===== src/rtl/mem_stage_lsu_pkg.sv =====
// Shared definitions for the memory-access stage: FSM states, opcodes,
// funct3 codes, byte-enable patterns and small lane helpers.
package mem_stage_lsu_pkg;

    typedef enum logic {
        LSU_IDLE = 1'b0,
        LSU_BUSY = 1'b1
    } lsu_state_e;

    localparam logic [6:0] OP_LOAD  = 7'b0000011;
    localparam logic [6:0] OP_STORE = 7'b0100011;

    localparam logic [2:0] F3_B  = 3'b000;
    localparam logic [2:0] F3_H  = 3'b001;
    localparam logic [2:0] F3_W  = 3'b010;
    localparam logic [2:0] F3_BU = 3'b100;
    localparam logic [2:0] F3_HU = 3'b101;

    localparam logic [3:0] BE_B = 4'b0001;
    localparam logic [3:0] BE_H = 4'b0011;
    localparam logic [3:0] BE_W = 4'b1111;

    function automatic logic [31:0] sign_extend8(input logic [7:0] v);
        return {{24{v[7]}}, v};
    endfunction

    function automatic logic [31:0] zero_extend8(input logic [7:0] v);
        return {24'h0, v};
    endfunction

    function automatic logic [31:0] sign_extend16(input logic [15:0] v);
        return {{16{v[15]}}, v};
    endfunction

    function automatic logic [31:0] zero_extend16(input logic [15:0] v);
        return {16'h0, v};
    endfunction

    // Stores only have B/H/W; loads add the unsigned B/H variants.
    function automatic logic func3_known(input logic is_store, input logic [2:0] f3);
        logic ok;
        ok = (f3 == F3_B) || (f3 == F3_H) || (f3 == F3_W);
        if (!is_store) ok = ok || (f3 == F3_BU) || (f3 == F3_HU);
        return ok;
    endfunction

    // Size is encoded in f3[1:0] for every known code: 00 byte, 01 half, 10 word.
    function automatic logic addr_misaligned(input logic [2:0] f3, input logic [1:0] a);
        logic m;
        case (f3[1:0])
            2'b01:   m = a[0];
            2'b10:   m = (a != 2'b00);
            default: m = 1'b0;
        endcase
        return m;
    endfunction

endpackage


===== src/rtl/mem_stage_lsu_lane_align.sv =====
// Byte-lane steering between the 32-bit bus and the core: store byte
// enables and replicated write data, plus load extraction with extension.
module mem_stage_lsu_lane_align
    import mem_stage_lsu_pkg::*;
(
    input  logic [2:0]  func_3_i,
    input  logic [1:0]  addr_lo_i,
    input  logic [31:0] rs2_i,
    input  logic [31:0] rdata_i,
    output logic [3:0]  be_o,
    output logic [31:0] wdata_o,
    output logic [31:0] ldata_o
);

    logic [7:0]  byte_lane;
    logic [15:0] half_lane;

    assign byte_lane = rdata_i[{addr_lo_i, 3'b000} +: 8];
    assign half_lane = rdata_i[{addr_lo_i[1], 4'b0000} +: 16];

    // Store side: replicate data across lanes and enable only the target bytes.
    always_comb begin
        be_o    = BE_W;
        wdata_o = rs2_i;
        case (func_3_i[1:0])
            2'b00: begin
                be_o    = BE_B << addr_lo_i;
                wdata_o = {4{rs2_i[7:0]}};
            end
            2'b01: begin
                be_o    = BE_H << {addr_lo_i[1], 1'b0};
                wdata_o = {2{rs2_i[15:0]}};
            end
            default: ;
        endcase
    end

    // Load side: pick the addressed lane and extend to a full word.
    always_comb begin
        ldata_o = rdata_i;
        case (func_3_i)
            F3_B:    ldata_o = sign_extend8(byte_lane);
            F3_BU:   ldata_o = zero_extend8(byte_lane);
            F3_H:    ldata_o = sign_extend16(half_lane);
            F3_HU:   ldata_o = zero_extend16(half_lane);
            default: ldata_o = rdata_i;
        endcase
    end

endmodule


===== src/rtl/mem_stage_lsu.sv =====
// Memory-access stage: issues one load/store at a time over a req/ack bus,
// stalls upstream while waiting, and registers every writeback output.
//
//   state    | meaning
//   ---------+------------------------------------------------------------
//   LSU_IDLE | accepting; non-memory ops and faults complete in one cycle
//   LSU_BUSY | request outstanding; waiting for mem_ack or timeout
module mem_stage_lsu
    import mem_stage_lsu_pkg::*;
#(
    parameter int XLEN    = 32,
    parameter int ADDR_W  = 32,
    parameter int TIMEOUT = 16
) (
    input  logic                clk,
    input  logic                rst,
    input  logic                i_valid,
    input  logic [6:0]          i_opcode,
    input  logic [2:0]          i_func_3,
    input  logic [XLEN-1:0]     i_alu_out,
    input  logic [XLEN-1:0]     i_rs_2,
    input  logic [4:0]          i_rd_num,
    input  logic                i_op_type,
    output logic                stall,
    output logic                mem_req,
    output logic                mem_we,
    output logic [ADDR_W-1:0]   mem_addr,
    output logic [XLEN-1:0]     mem_wdata,
    output logic [XLEN/8-1:0]   mem_be,
    input  logic                mem_ack,
    input  logic [XLEN-1:0]     mem_rdata,
    output logic                o_valid,
    output logic [4:0]          rd_num,
    output logic [XLEN-1:0]     wb_data,
    output logic                op_type,
    output logic                misaligned,
    output logic                bus_err
);

    // Counter only has to reach TIMEOUT-1; width 1 keeps it legal when disabled.
    localparam int              CNT_W    = (TIMEOUT > 1) ? $clog2(TIMEOUT) : 1;
    localparam logic [CNT_W-1:0] CNT_LAST = CNT_W'(TIMEOUT - 1);
    localparam bit              TO_EN    = (TIMEOUT != 0);

    lsu_state_e        state_q, state_d;
    logic [CNT_W-1:0]  cnt_q, cnt_d;
    logic [2:0]        func3_q, func3_d;
    logic [1:0]        alo_q, alo_d;
    logic [4:0]        rd_lat_q, rd_lat_d;
    logic              opt_lat_q, opt_lat_d;
    logic              store_q, store_d;

    logic              mem_req_q, mem_req_d;
    logic              mem_we_q, mem_we_d;
    logic [ADDR_W-1:0] mem_addr_q, mem_addr_d;
    logic [XLEN-1:0]   mem_wdata_q, mem_wdata_d;
    logic [XLEN/8-1:0] mem_be_q, mem_be_d;

    logic              o_valid_q, o_valid_d;
    logic [4:0]        rd_num_q, rd_num_d;
    logic [XLEN-1:0]   wb_data_q, wb_data_d;
    logic              op_type_q, op_type_d;
    logic              misaligned_q, misaligned_d;
    logic              bus_err_q, bus_err_d;

    logic              is_load, is_store, is_mem;
    logic [2:0]        lane_func3;
    logic [1:0]        lane_alo;
    logic [3:0]        lane_be;
    logic [31:0]       lane_wdata, lane_ldata;

    assign is_load  = (i_opcode == OP_LOAD);
    assign is_store = (i_opcode == OP_STORE);
    assign is_mem   = is_load || is_store;

    // IDLE steers fresh store lanes; BUSY extracts the load with latched fields.
    mem_stage_lsu_lane_align u_lane_align (
        .func_3_i  (lane_func3),
        .addr_lo_i (lane_alo),
        .rs2_i     (i_rs_2),
        .rdata_i   (mem_rdata),
        .be_o      (lane_be),
        .wdata_o   (lane_wdata),
        .ldata_o   (lane_ldata)
    );

    // Next-state, request and writeback decisions.
    always_comb begin
        state_d      = state_q;
        cnt_d        = cnt_q;
        func3_d      = func3_q;
        alo_d        = alo_q;
        rd_lat_d     = rd_lat_q;
        opt_lat_d    = opt_lat_q;
        store_d      = store_q;
        mem_req_d    = mem_req_q;
        mem_we_d     = mem_we_q;
        mem_addr_d   = mem_addr_q;
        mem_wdata_d  = mem_wdata_q;
        mem_be_d     = mem_be_q;
        o_valid_d    = 1'b0;
        rd_num_d     = rd_num_q;
        wb_data_d    = wb_data_q;
        op_type_d    = op_type_q;
        misaligned_d = 1'b0;
        bus_err_d    = 1'b0;
        stall        = 1'b0;
        lane_func3   = i_func_3;
        lane_alo     = i_alu_out[1:0];

        case (state_q)
            LSU_IDLE: begin
                if (i_valid) begin
                    o_valid_d = 1'b1;
                    op_type_d = i_op_type;
                    if (!is_mem || !func3_known(is_store, i_func_3)) begin
                        rd_num_d  = is_mem ? 5'd0 : i_rd_num;
                        wb_data_d = i_alu_out;
                    end else if (addr_misaligned(i_func_3, i_alu_out[1:0])) begin
                        misaligned_d = 1'b1;
                        rd_num_d     = 5'd0;
                        wb_data_d    = '0;
                    end else begin
                        o_valid_d   = 1'b0;
                        stall       = 1'b1;
                        state_d     = LSU_BUSY;
                        cnt_d       = '0;
                        func3_d     = i_func_3;
                        alo_d       = i_alu_out[1:0];
                        rd_lat_d    = i_rd_num;
                        opt_lat_d   = i_op_type;
                        store_d     = is_store;
                        mem_req_d   = 1'b1;
                        mem_we_d    = is_store;
                        mem_addr_d  = {i_alu_out[ADDR_W-1:2], 2'b00};
                        mem_wdata_d = lane_wdata;
                        mem_be_d    = lane_be;
                    end
                end
            end
            LSU_BUSY: begin
                lane_func3 = func3_q;
                lane_alo   = alo_q;
                stall      = !mem_ack;
                if (mem_ack || (TO_EN && (cnt_q == CNT_LAST))) begin
                    state_d     = LSU_IDLE;
                    cnt_d       = '0;
                    mem_req_d   = 1'b0;
                    mem_we_d    = 1'b0;
                    mem_addr_d  = '0;
                    mem_wdata_d = '0;
                    mem_be_d    = '0;
                    o_valid_d   = 1'b1;
                    op_type_d   = opt_lat_q;
                    if (mem_ack && !store_q) begin
                        rd_num_d  = rd_lat_q;
                        wb_data_d = lane_ldata;
                    end else begin
                        rd_num_d  = 5'd0;
                        wb_data_d = '0;
                    end
                    bus_err_d = !mem_ack;
                end else begin
                    cnt_d = cnt_q + CNT_W'(1);
                end
            end
            default: state_d = LSU_IDLE;
        endcase
    end

    // State, latches and registered outputs with synchronous reset.
    always_ff @(posedge clk) begin
        if (rst) begin
            state_q      <= LSU_IDLE;
            cnt_q        <= '0;
            func3_q      <= '0;
            alo_q        <= '0;
            rd_lat_q     <= '0;
            opt_lat_q    <= 1'b0;
            store_q      <= 1'b0;
            mem_req_q    <= 1'b0;
            mem_we_q     <= 1'b0;
            mem_addr_q   <= '0;
            mem_wdata_q  <= '0;
            mem_be_q     <= '0;
            o_valid_q    <= 1'b0;
            rd_num_q     <= '0;
            wb_data_q    <= '0;
            op_type_q    <= 1'b0;
            misaligned_q <= 1'b0;
            bus_err_q    <= 1'b0;
        end else begin
            state_q      <= state_d;
            cnt_q        <= cnt_d;
            func3_q      <= func3_d;
            alo_q        <= alo_d;
            rd_lat_q     <= rd_lat_d;
            opt_lat_q    <= opt_lat_d;
            store_q      <= store_d;
            mem_req_q    <= mem_req_d;
            mem_we_q     <= mem_we_d;
            mem_addr_q   <= mem_addr_d;
            mem_wdata_q  <= mem_wdata_d;
            mem_be_q     <= mem_be_d;
            o_valid_q    <= o_valid_d;
            rd_num_q     <= rd_num_d;
            wb_data_q    <= wb_data_d;
            op_type_q    <= op_type_d;
            misaligned_q <= misaligned_d;
            bus_err_q    <= bus_err_d;
        end
    end

    assign mem_req    = mem_req_q;
    assign mem_we     = mem_we_q;
    assign mem_addr   = mem_addr_q;
    assign mem_wdata  = mem_wdata_q;
    assign mem_be     = mem_be_q;
    assign o_valid    = o_valid_q;
    assign rd_num     = rd_num_q;
    assign wb_data    = wb_data_q;
    assign op_type    = op_type_q;
    assign misaligned = misaligned_q;
    assign bus_err    = bus_err_q;

endmodule


===== config.mk =====
export PLATFORM = sky130hd
export DESIGN_NAME = mem_stage_lsu
export DESIGN_NICKNAME = d
export VERILOG_FILES = /design/src/rtl/mem_stage_lsu_pkg.sv /design/src/rtl/mem_stage_lsu_lane_align.sv /design/src/rtl/mem_stage_lsu.sv
export SDC_FILE = /design/constraint.sdc
export NUM_CORES = 1
export LEC_CHECK = 0
export ABC_CLOCK_PERIOD_IN_PS = 3170
export CAP_MARGIN = 15
export CORE_ASPECT_RATIO = 0.8
export CORE_MARGIN = 4
export CORE_UTILIZATION = 47
export DETAILED_ROUTE_END_ITERATION = 12
export MAX_ROUTING_LAYER = met4
export PLACE_DENSITY = 0.87
export SYNTH_ARGS = -nofsm -noshare
export SYNTH_HDL_FRONTEND = slang
export SYNTH_SLANG_ARGS = --single-unit

===== constraint.sdc =====
create_clock -name clk -period 3.17 [get_ports clk]
set_input_delay 0.4755 -clock clk [delete_from_list [all_inputs] [get_ports clk]]
set_output_delay 0.4755 -clock clk [all_outputs]
set_load 0.005 [all_outputs]

* Word-level counts from Yosys, hierarchy flattened
Index checks and enable logic that the tools add are counted.
** Word-level totals
- Logic and storage cells :: 136
- Output and inout bits :: 112
- Register bits after elaboration :: 128
- Input bits :: 116
** Operators by class
- Shift-type cells :: 4
- Reduce and logical (&&, ||, !) cells :: 23
- Mux-type cells :: 67
- Equal/unequal tests :: 18
- Add/sub/neg operators :: 1
- Bitwise gates (word level) :: 5
** Operator list (count)
- 32-bit 2-to-1 mux :: 12
- 32-bit one-hot mux with 2 select lines :: 4
- 32-bit one-hot mux with 4 select lines :: 1
- 4-bit 2-to-1 mux :: 8
- 32-bit by 6-bit variable part select with 16-bit output :: 1
- 32-bit by 6-bit variable part select with 8-bit output :: 1
- 5-bit 2-to-1 mux :: 6
- 4-bit one-hot mux with 2 select lines :: 3
- 1-bit 2-to-1 mux :: 23
- 1-bit one-hot mux with 2 select lines :: 7
- 3-bit == test, second input constant :: 4
- 5-bit one-hot mux with 2 select lines :: 1
- 4-bit AND reduction :: 2
- 7-bit by 2-bit == test with 1-bit output, second input constant :: 1
- 7-bit by 6-bit == test with 1-bit output, second input constant :: 1
- 1-bit logical OR :: 7
- 3-bit by 1-bit == test with 1-bit output, second input constant :: 2
- 3-bit logical NOT :: 2
- 2-bit != test, second input constant :: 3
- 3-bit AND reduction :: 2
- 1-bit NOT :: 5
- 4-bit by 1-bit adder with 4-bit output, second input constant :: 1
- 2-bit by 1-bit == test with 1-bit output, second input constant :: 2
- 4-bit == test, second input constant :: 1
- other kinds (15) :: 18

* Depth between registers and ports, before layout
- Word-level depth :: 17
- Depth in mapped cells :: 10
- Depth with buffers taken out :: 8

* Hierarchy
Synthesis repeated with hierarchy kept, for this count alone.
** Second synthesis, totals
- Cells, all modules :: 627
- Area, all modules :: 6029.5 sq um
** Modules (own cells, without submodules)
- mem_stage_lsu :: times used 1, area an instance 4754.6 sq um, sequential area each 2522.4 sq um, cells an instance 455
- mem_stage_lsu_lane_align :: times used 1, area an instance 1275.0 sq um, sequential area each 0.0 sq um, cells an instance 172

* Least setup slack after synthesis
OpenSTA, ideal clock, no wires.
- Path kind :: input-to-reg
- From :: input i_func_3[1]
- To :: register mem_be_q[0] (netlist: mem_be[0])
- Library setup time :: 70 ps
- Arrival :: 2183 ps
- Slack :: 916 ps
- Path buffers :: 2
- Stages :: 10
- Required time :: 3100 ps
- Path through :: inv_1 ha_1 nor3_1 a2111oi_4 a31oi_1 nor2_1 nor2_1 buf_2 buf_6 o2bb2ai_1
** On the way
- Longest elaborated chain between the ends :: 12
- Elaborated cells between the ends (all ways) :: 31
- Classes of those cells :: 9 x eq/ne; 13 x mux; 9 x reduce/logical
** Ends and longest elaborated chain
- from (decl) :: RTL line mem_stage_lsu.sv:19 : input logic [2:0] i_func_3,
- 3-bit by 1-bit == test with 1-bit output / 3-bit logical NOT (equally long branches) :: RTL line mem_stage_lsu_pkg.sv:42 : ok = (f3 == F3_B) || (f3 == F3_H) || (f3 == F3_W);
- 1-bit logical OR (2 in a row) :: RTL line mem_stage_lsu_pkg.sv:42
- 1-bit logical OR (2 in a row) :: RTL line mem_stage_lsu_pkg.sv:43 : if (!is_store) ok = ok || (f3 == F3_BU) || (f3 == F3_HU);
- 1-bit 2-to-1 mux :: RTL line mem_stage_lsu_pkg.sv:43
- 1-bit 2-to-1 mux :: RTL line mem_stage_lsu.sv:113 : if (i_valid) begin
- 1-bit 2-to-1 mux :: RTL line mem_stage_lsu.sv:111 : case (state_q)
- 1-bit logical NOT :: RTL line mem_stage_lsu.sv:116 : if (!is_mem || !func3_known(is_store, i_func_3)) begin
- 1-bit logical OR :: RTL line mem_stage_lsu.sv:116
- 2-bit != test (no source line)
- 4-bit AND reduction (no source line)
- to (signal assigned) :: RTL line mem_stage_lsu.sv:204 : mem_be_q <= mem_be_d;
- to (decl) :: RTL line mem_stage_lsu.sv:57 : logic [XLEN/8-1:0] mem_be_q, mem_be_d;
Parallel ways exist; a longest one is shown, timed or not. The select of a mux whose other input is x is not followed.
A chain may end at the register's enable or synchronous reset.

* Final worst setup path
- From :: input i_opcode[6]
- To :: output stall
** On the way
- Longest elaborated chain between the ends :: 9
- Elaborated cells between the ends (all ways) :: 12
- Classes of those cells :: 2 x eq/ne; 6 x mux; 4 x reduce/logical
** Ends and longest elaborated chain
- from (decl) :: RTL line mem_stage_lsu.sv:18 : input logic [6:0] i_opcode,
- 7-bit by 6-bit == test with 1-bit output :: RTL line mem_stage_lsu.sv:73 : assign is_store = (i_opcode == OP_STORE);
- 1-bit 2-to-1 mux :: RTL line mem_stage_lsu_pkg.sv:43
- 1-bit 2-to-1 mux :: RTL line mem_stage_lsu.sv:113
- 1-bit 2-to-1 mux :: RTL line mem_stage_lsu.sv:111
- 1-bit logical NOT :: RTL line mem_stage_lsu.sv:116
- 1-bit logical OR (*) :: RTL line mem_stage_lsu.sv:116
- 1-bit 2-to-1 mux (*) :: RTL line mem_stage_lsu.sv:116
- 1-bit 2-to-1 mux (*) :: RTL line mem_stage_lsu.sv:113
- 1-bit one-hot mux with 2 select lines (*) :: RTL line mem_stage_lsu.sv:111
- to (decl) :: RTL line mem_stage_lsu.sv:24 : output logic stall,
Every way passes the cells marked *; elsewhere a longest branch is shown, timed or not. The select of a mux whose other input is x is not followed.

==> results_tabular.tex <==
\begin{tabular}{lr}
\hline
Metric & Value \\
\hline
\multicolumn{2}{l}{\textbf{Worst setup path}} \\
\quad Worst reg2reg path startpoint & state\_q \\
\quad Maximum fanout along the worst path & 3 \\
\quad Startpoint type of the worst setup path & primary input \\
\quad Worst-case register-to-register setup slack & 0.51 ns \\
\quad CP Data Arrival Time & 2.28 ns \\
\quad Reg-to-Reg End & wb\_data[3] \\
\quad Setup crit end kind & primary output \\
\quad Crit Path Category & in2out \\
\quad Critical Path RT & 2.69 ns \\
\quad Number of cells on the worst reg-to-reg path & 6 \\
\multicolumn{2}{l}{\textbf{Logic synthesis}} \\
\quad Cells after Synth & 599 \\
\quad Register bit count reported by yosys & 126 \\
\quad Mean instance size in the synthesized netlist & 9.291 sq um \\
\quad Synth unique cells & 53 \\
\quad Sequential share of the synthesized area & 0.4532 \\
\quad Prevailing post-synth register cell & sky130\_fd\_sc\_hd\_\_dfxtp\_1 \\
\quad Syn. warnings & 0 \\
\quad Cell Area, Synth & 0.005565 sq mm \\
\quad Fraction of registers with async set or reset after synthesis & 0 \\
\quad EDFF count, synth & 0 \\
\multicolumn{2}{l}{\textbf{Drt}} \\
\quad Mean routed wirelength per cell & 20.33 um \\
\quad Final wirelength & 19900 um \\
\quad Length of the first detailed-routing pass in iterations & 7 \\
\quad Vias/cell & 6.033 \\
\quad Count of antenna-violating nets left after detailed routing & 0 \\
\quad Initial drt markers & 542 \\
\quad Via count & 5906 \\
\quad Residual DRC count & 0 \\
\multicolumn{2}{l}{\textbf{STA}} \\
\quad RSZ-0062 raised after global routing & no \\
\quad Setup Total Neg Slack & 0 ns \\
\quad Maximum frequency from static timing analysis & 0.3626 GHz \\
\quad Final critical path time including I/O delays and setup & 2.758 ns \\
\quad Number of failing setup endpoints in the final timing report & 0 \\
\quad Hold Fails Final Rpt & 0 \\
\quad Slew at the pin with the worst max-slew slack & 1.043 ns \\
\quad Skew final & 0.01111 ns \\
\quad Max-slew violation count & 0 \\
\quad Final Cycle Share & 0.8701 \\
\quad Smallest setup slack after layout & 0.4118 ns \\
\quad Max-Slew Margin vs Limit & 0.3050 \\
\multicolumn{2}{l}{\textbf{Final layout}} \\
\quad Final design instance area without fill & 0.008600 sq mm \\
\quad Fraction of final layout cells sized beyond drive strength 1 & 0.09639 \\
\quad Final core utilization & 0.7438 \\
\quad Post-route non-filler standard cell count & 979 \\
\quad Layout Nets & 937 \\
\quad Area delta synth->final & 54.52\% \\
\multicolumn{2}{l}{\textbf{CTS}} \\
\quad Worst-path clk slew & 0.05 ns \\
\quad Total clock buffers created by CTS & 17 \\
\quad Number of buffers between clock root and the deepest sink & 2 \\
\quad Insertion delay of the later-clocked pin in the worst-skew pair & 0.41 ns \\
\quad CTS hold repair buffers & 0 \\
\quad Clock tree from TritonCTS & yes \\
\quad Root buffer cell & sky130\_fd\_sc\_hd\_\_clkbuf\_16 \\
\quad CTS HTree Levels & 4 \\
\quad Number of sinks on the clock net & 126 \\
\multicolumn{2}{l}{\textbf{Power and ir drop}} \\
\quad Cell internal pwr & 0.003160 W \\
\quad Switching share of power & 0.2332 \\
\quad Part of the power in combinational logic & 0.126 \\
\quad Leakage power & 3.358 nW \\
\quad Relative contribution of sequential cells to total power & 0.399 \\
\quad P per Cell Area & 479.2 mW/mm\^{}2 \\
\quad Clock power share & 0.475 \\
\quad Worst supply voltage drop on vdd & 0.3458 mV \\
\quad Switching component of the power & 0.0009609 W \\
\multicolumn{2}{l}{\textbf{Global routing}} \\
\quad Via count of the first global-routing pass & 5624 \\
\quad Gr busiest metal & met2 \\
\quad Met3 layer usage reported by global route & 0.05167 \\
\quad Residual overflow from global routing & 0 \\
\quad Met2 track utilization from global routing & 0.4632 \\
\quad All-Layer GR Usage & 0.2890 \\
\quad Met1 Resource Use GR & 0.3648 \\
\quad Largest net degree at the start of global routing & 43 \\
\quad Antenna violations before repair & 1 \\
\quad First-pass GRT wire length & 30530 um \\
\multicolumn{2}{l}{\textbf{Min path}} \\
\quad Worst hold path stage count & 2 \\
\quad Hold Crit Class & in2reg \\
\quad Hold Path Sink & misaligned \\
\quad Startpoint of the worst hold path & rst \\
\multicolumn{2}{l}{\textbf{Run status}} \\
\quad Outcome & complete, no violations \\
\multicolumn{2}{l}{\textbf{Floorplan}} \\
\quad Row cnt & 35 \\
\quad Overall die height & 105.3 um \\
\quad Core Region & 0.01156 sq mm \\
\quad Die X-Extent & 129.7 um \\
\quad Starting Density & 0.4814 \\
\quad Ports placed on the boundary & 228 \\
\quad DIE AREA & 0.01366 sq mm \\
\multicolumn{2}{l}{\textbf{Place}} \\
\quad Placed cell areas & 0.007979 sq mm \\
\quad Placed Instances & 944 \\
\quad Number of buffer cells added on primary ports & 225 \\
\quad Placement-stage worst setup slack & 0.01896 ns \\
\quad Last weighted congestion value of the routability-driven placer & 0.9627 \\
\quad DP HPWL & 14570 um \\
\multicolumn{2}{l}{\textbf{Run}} \\
\quad Maxcap violations & 0 \\
\hline
\end{tabular}
==> worst max path at each step <==
stage,from,to,slack [ns],cells past startpoint
floorplan,i_func_3[1],mem_be[0],0.92,10
global placement,i_opcode[3],stall,0.11,7
detailed placement,i_func_3[0],cnt_q[2],0.02,10
CTS,i_func_3[0],stall,0.01,9
global route,i_opcode[6],stall,0.32,7
finish,i_opcode[6],stall,0.41,7
==> critical path, stage by stage <==
cell	delay (ns)
sky130_fd_sc_hd__clkdlybuf4s50_1	0.40
sky130_fd_sc_hd__or4_4	0.56
sky130_fd_sc_hd__a2111o_1	0.33
sky130_fd_sc_hd__nor3_2	0.24
sky130_fd_sc_hd__nand2_1	0.07
sky130_fd_sc_hd__nand2_1	0.08
sky130_fd_sc_hd__dlymetal6s2s_1	0.12
==> flip-flops by register name, summed over array words and instances, names as in the netlist, 2 cells and up <==
name / count
wb_data: 32
rd_lat_q: 5
alo_q: 2
rd_num: 5
mem_addr: 30
mem_wdata: 32
cnt_q: 4
func3_q: 3
mem_be: 4
==> per-stage QoR <==
stage	hold slack (ns)	total power (W)
6_report	0.3749	0.004121
5_1_grt	0.3880	0.004249
4_1_cts	0.3641	0.004127
3_5_place_dp	0.4396	0.002183
3_3_place_gp	0.4414	0.002172
2_1_floorplan	0.4420	0.001873
==> cell usage in the layout, fill, tap and decap left out, drive strengths merged, types with 2 or more instances in the layout <==
master	count
o2bb2ai	20
dlymetal6s2s	3
o22ai	8
bufinv	3
a22oi	2
a32o	2
buf	26
a211oi	22
inv	6
or2	3
clkdlybuf4s50	221
dfxtp	126
nor3	28
a21o	10
clkbuf	22
nor2	83
a31o	8
nor3b	2
mux2i	31
o21ai	16
ha	4
nand3b	2
o21bai	2
nand2	28
nor2b	2
a22o	47
a31oi	3
a221oi	28
clkinv	6
nor4	2
nand3	2
conb	2
and3	4
a21oi	40
==> layout make-up <==
cell class,count,area (sq um)
inverters,6,22.52
multi-input cells,416,2769
clock inverters,10,138.9
well taps,148,185.2
clock buffers,22,454.2
fillers,818,2962
repair buffers,250,2505
diodes,1,2.502
flip-flops and latches,126,2522
==> cell families after synthesis <==
kind of cell               Yosys count  share of synthesized area
muxes                               32                    0.05845
AOI/OAI and AO/OA                  217                     0.2961
other                                1                  0.0006738
adders and majority gates            4                   0.008993
DFF                                126                     0.4532
and+or+nand+nor                    161                     0.1290
buffers and inverters               58                    0.05351
==> synthesized netlist by cell type, drive strengths merged, types with 4 or more instances <==
cell type / n / area share
buf: 33 / 0.037
a221oi: 28 / 0.044
ha: 4 / 0.0090
clkbuf: 19 / 0.013
a31o: 8 / 0.013
dfxtp: 126 / 0.45
a21oi: 40 / 0.036
o21ai: 16 / 0.014
o22ai: 8 / 0.0090
mux2i: 31 / 0.056
nor2: 83 / 0.057
nand2: 28 / 0.019
and3: 4 / 0.0045
inv: 6 / 0.0040
a211oi: 22 / 0.030
a22o: 47 / 0.074
nor3: 28 / 0.026
a21o: 10 / 0.013
o2bb2ai: 20 / 0.031
==> routing by layer <==
metal  up-vias  wire [um]
met5         -          0
met4         0        562
met3        47       1651
met2       332       9571
met1      2818       8120
li1       2709          -
==> timing repair <==
action / in CTS / in global routing
endpoints found under the setup margin: 0 / 1
buffers inserted: 0 / 2
gates resized for setup: 0 / 6
==> power groups by stage <==
stage / logic, W / clock network [W] / registers [W]
2_1_floorplan: 0.000196 / 0 / 0.00168
3_3_place_gp: 0.000496 / 0 / 0.00168
3_5_place_dp: 0.000506 / 0 / 0.00168
4_1_cts: 0.000513 / 0.00197 / 0.00164
5_1_grt: 0.000553 / 0.00205 / 0.00165
6_report: 0.000519 / 0.00196 / 0.00164
(Power assumes the default switching activity.)
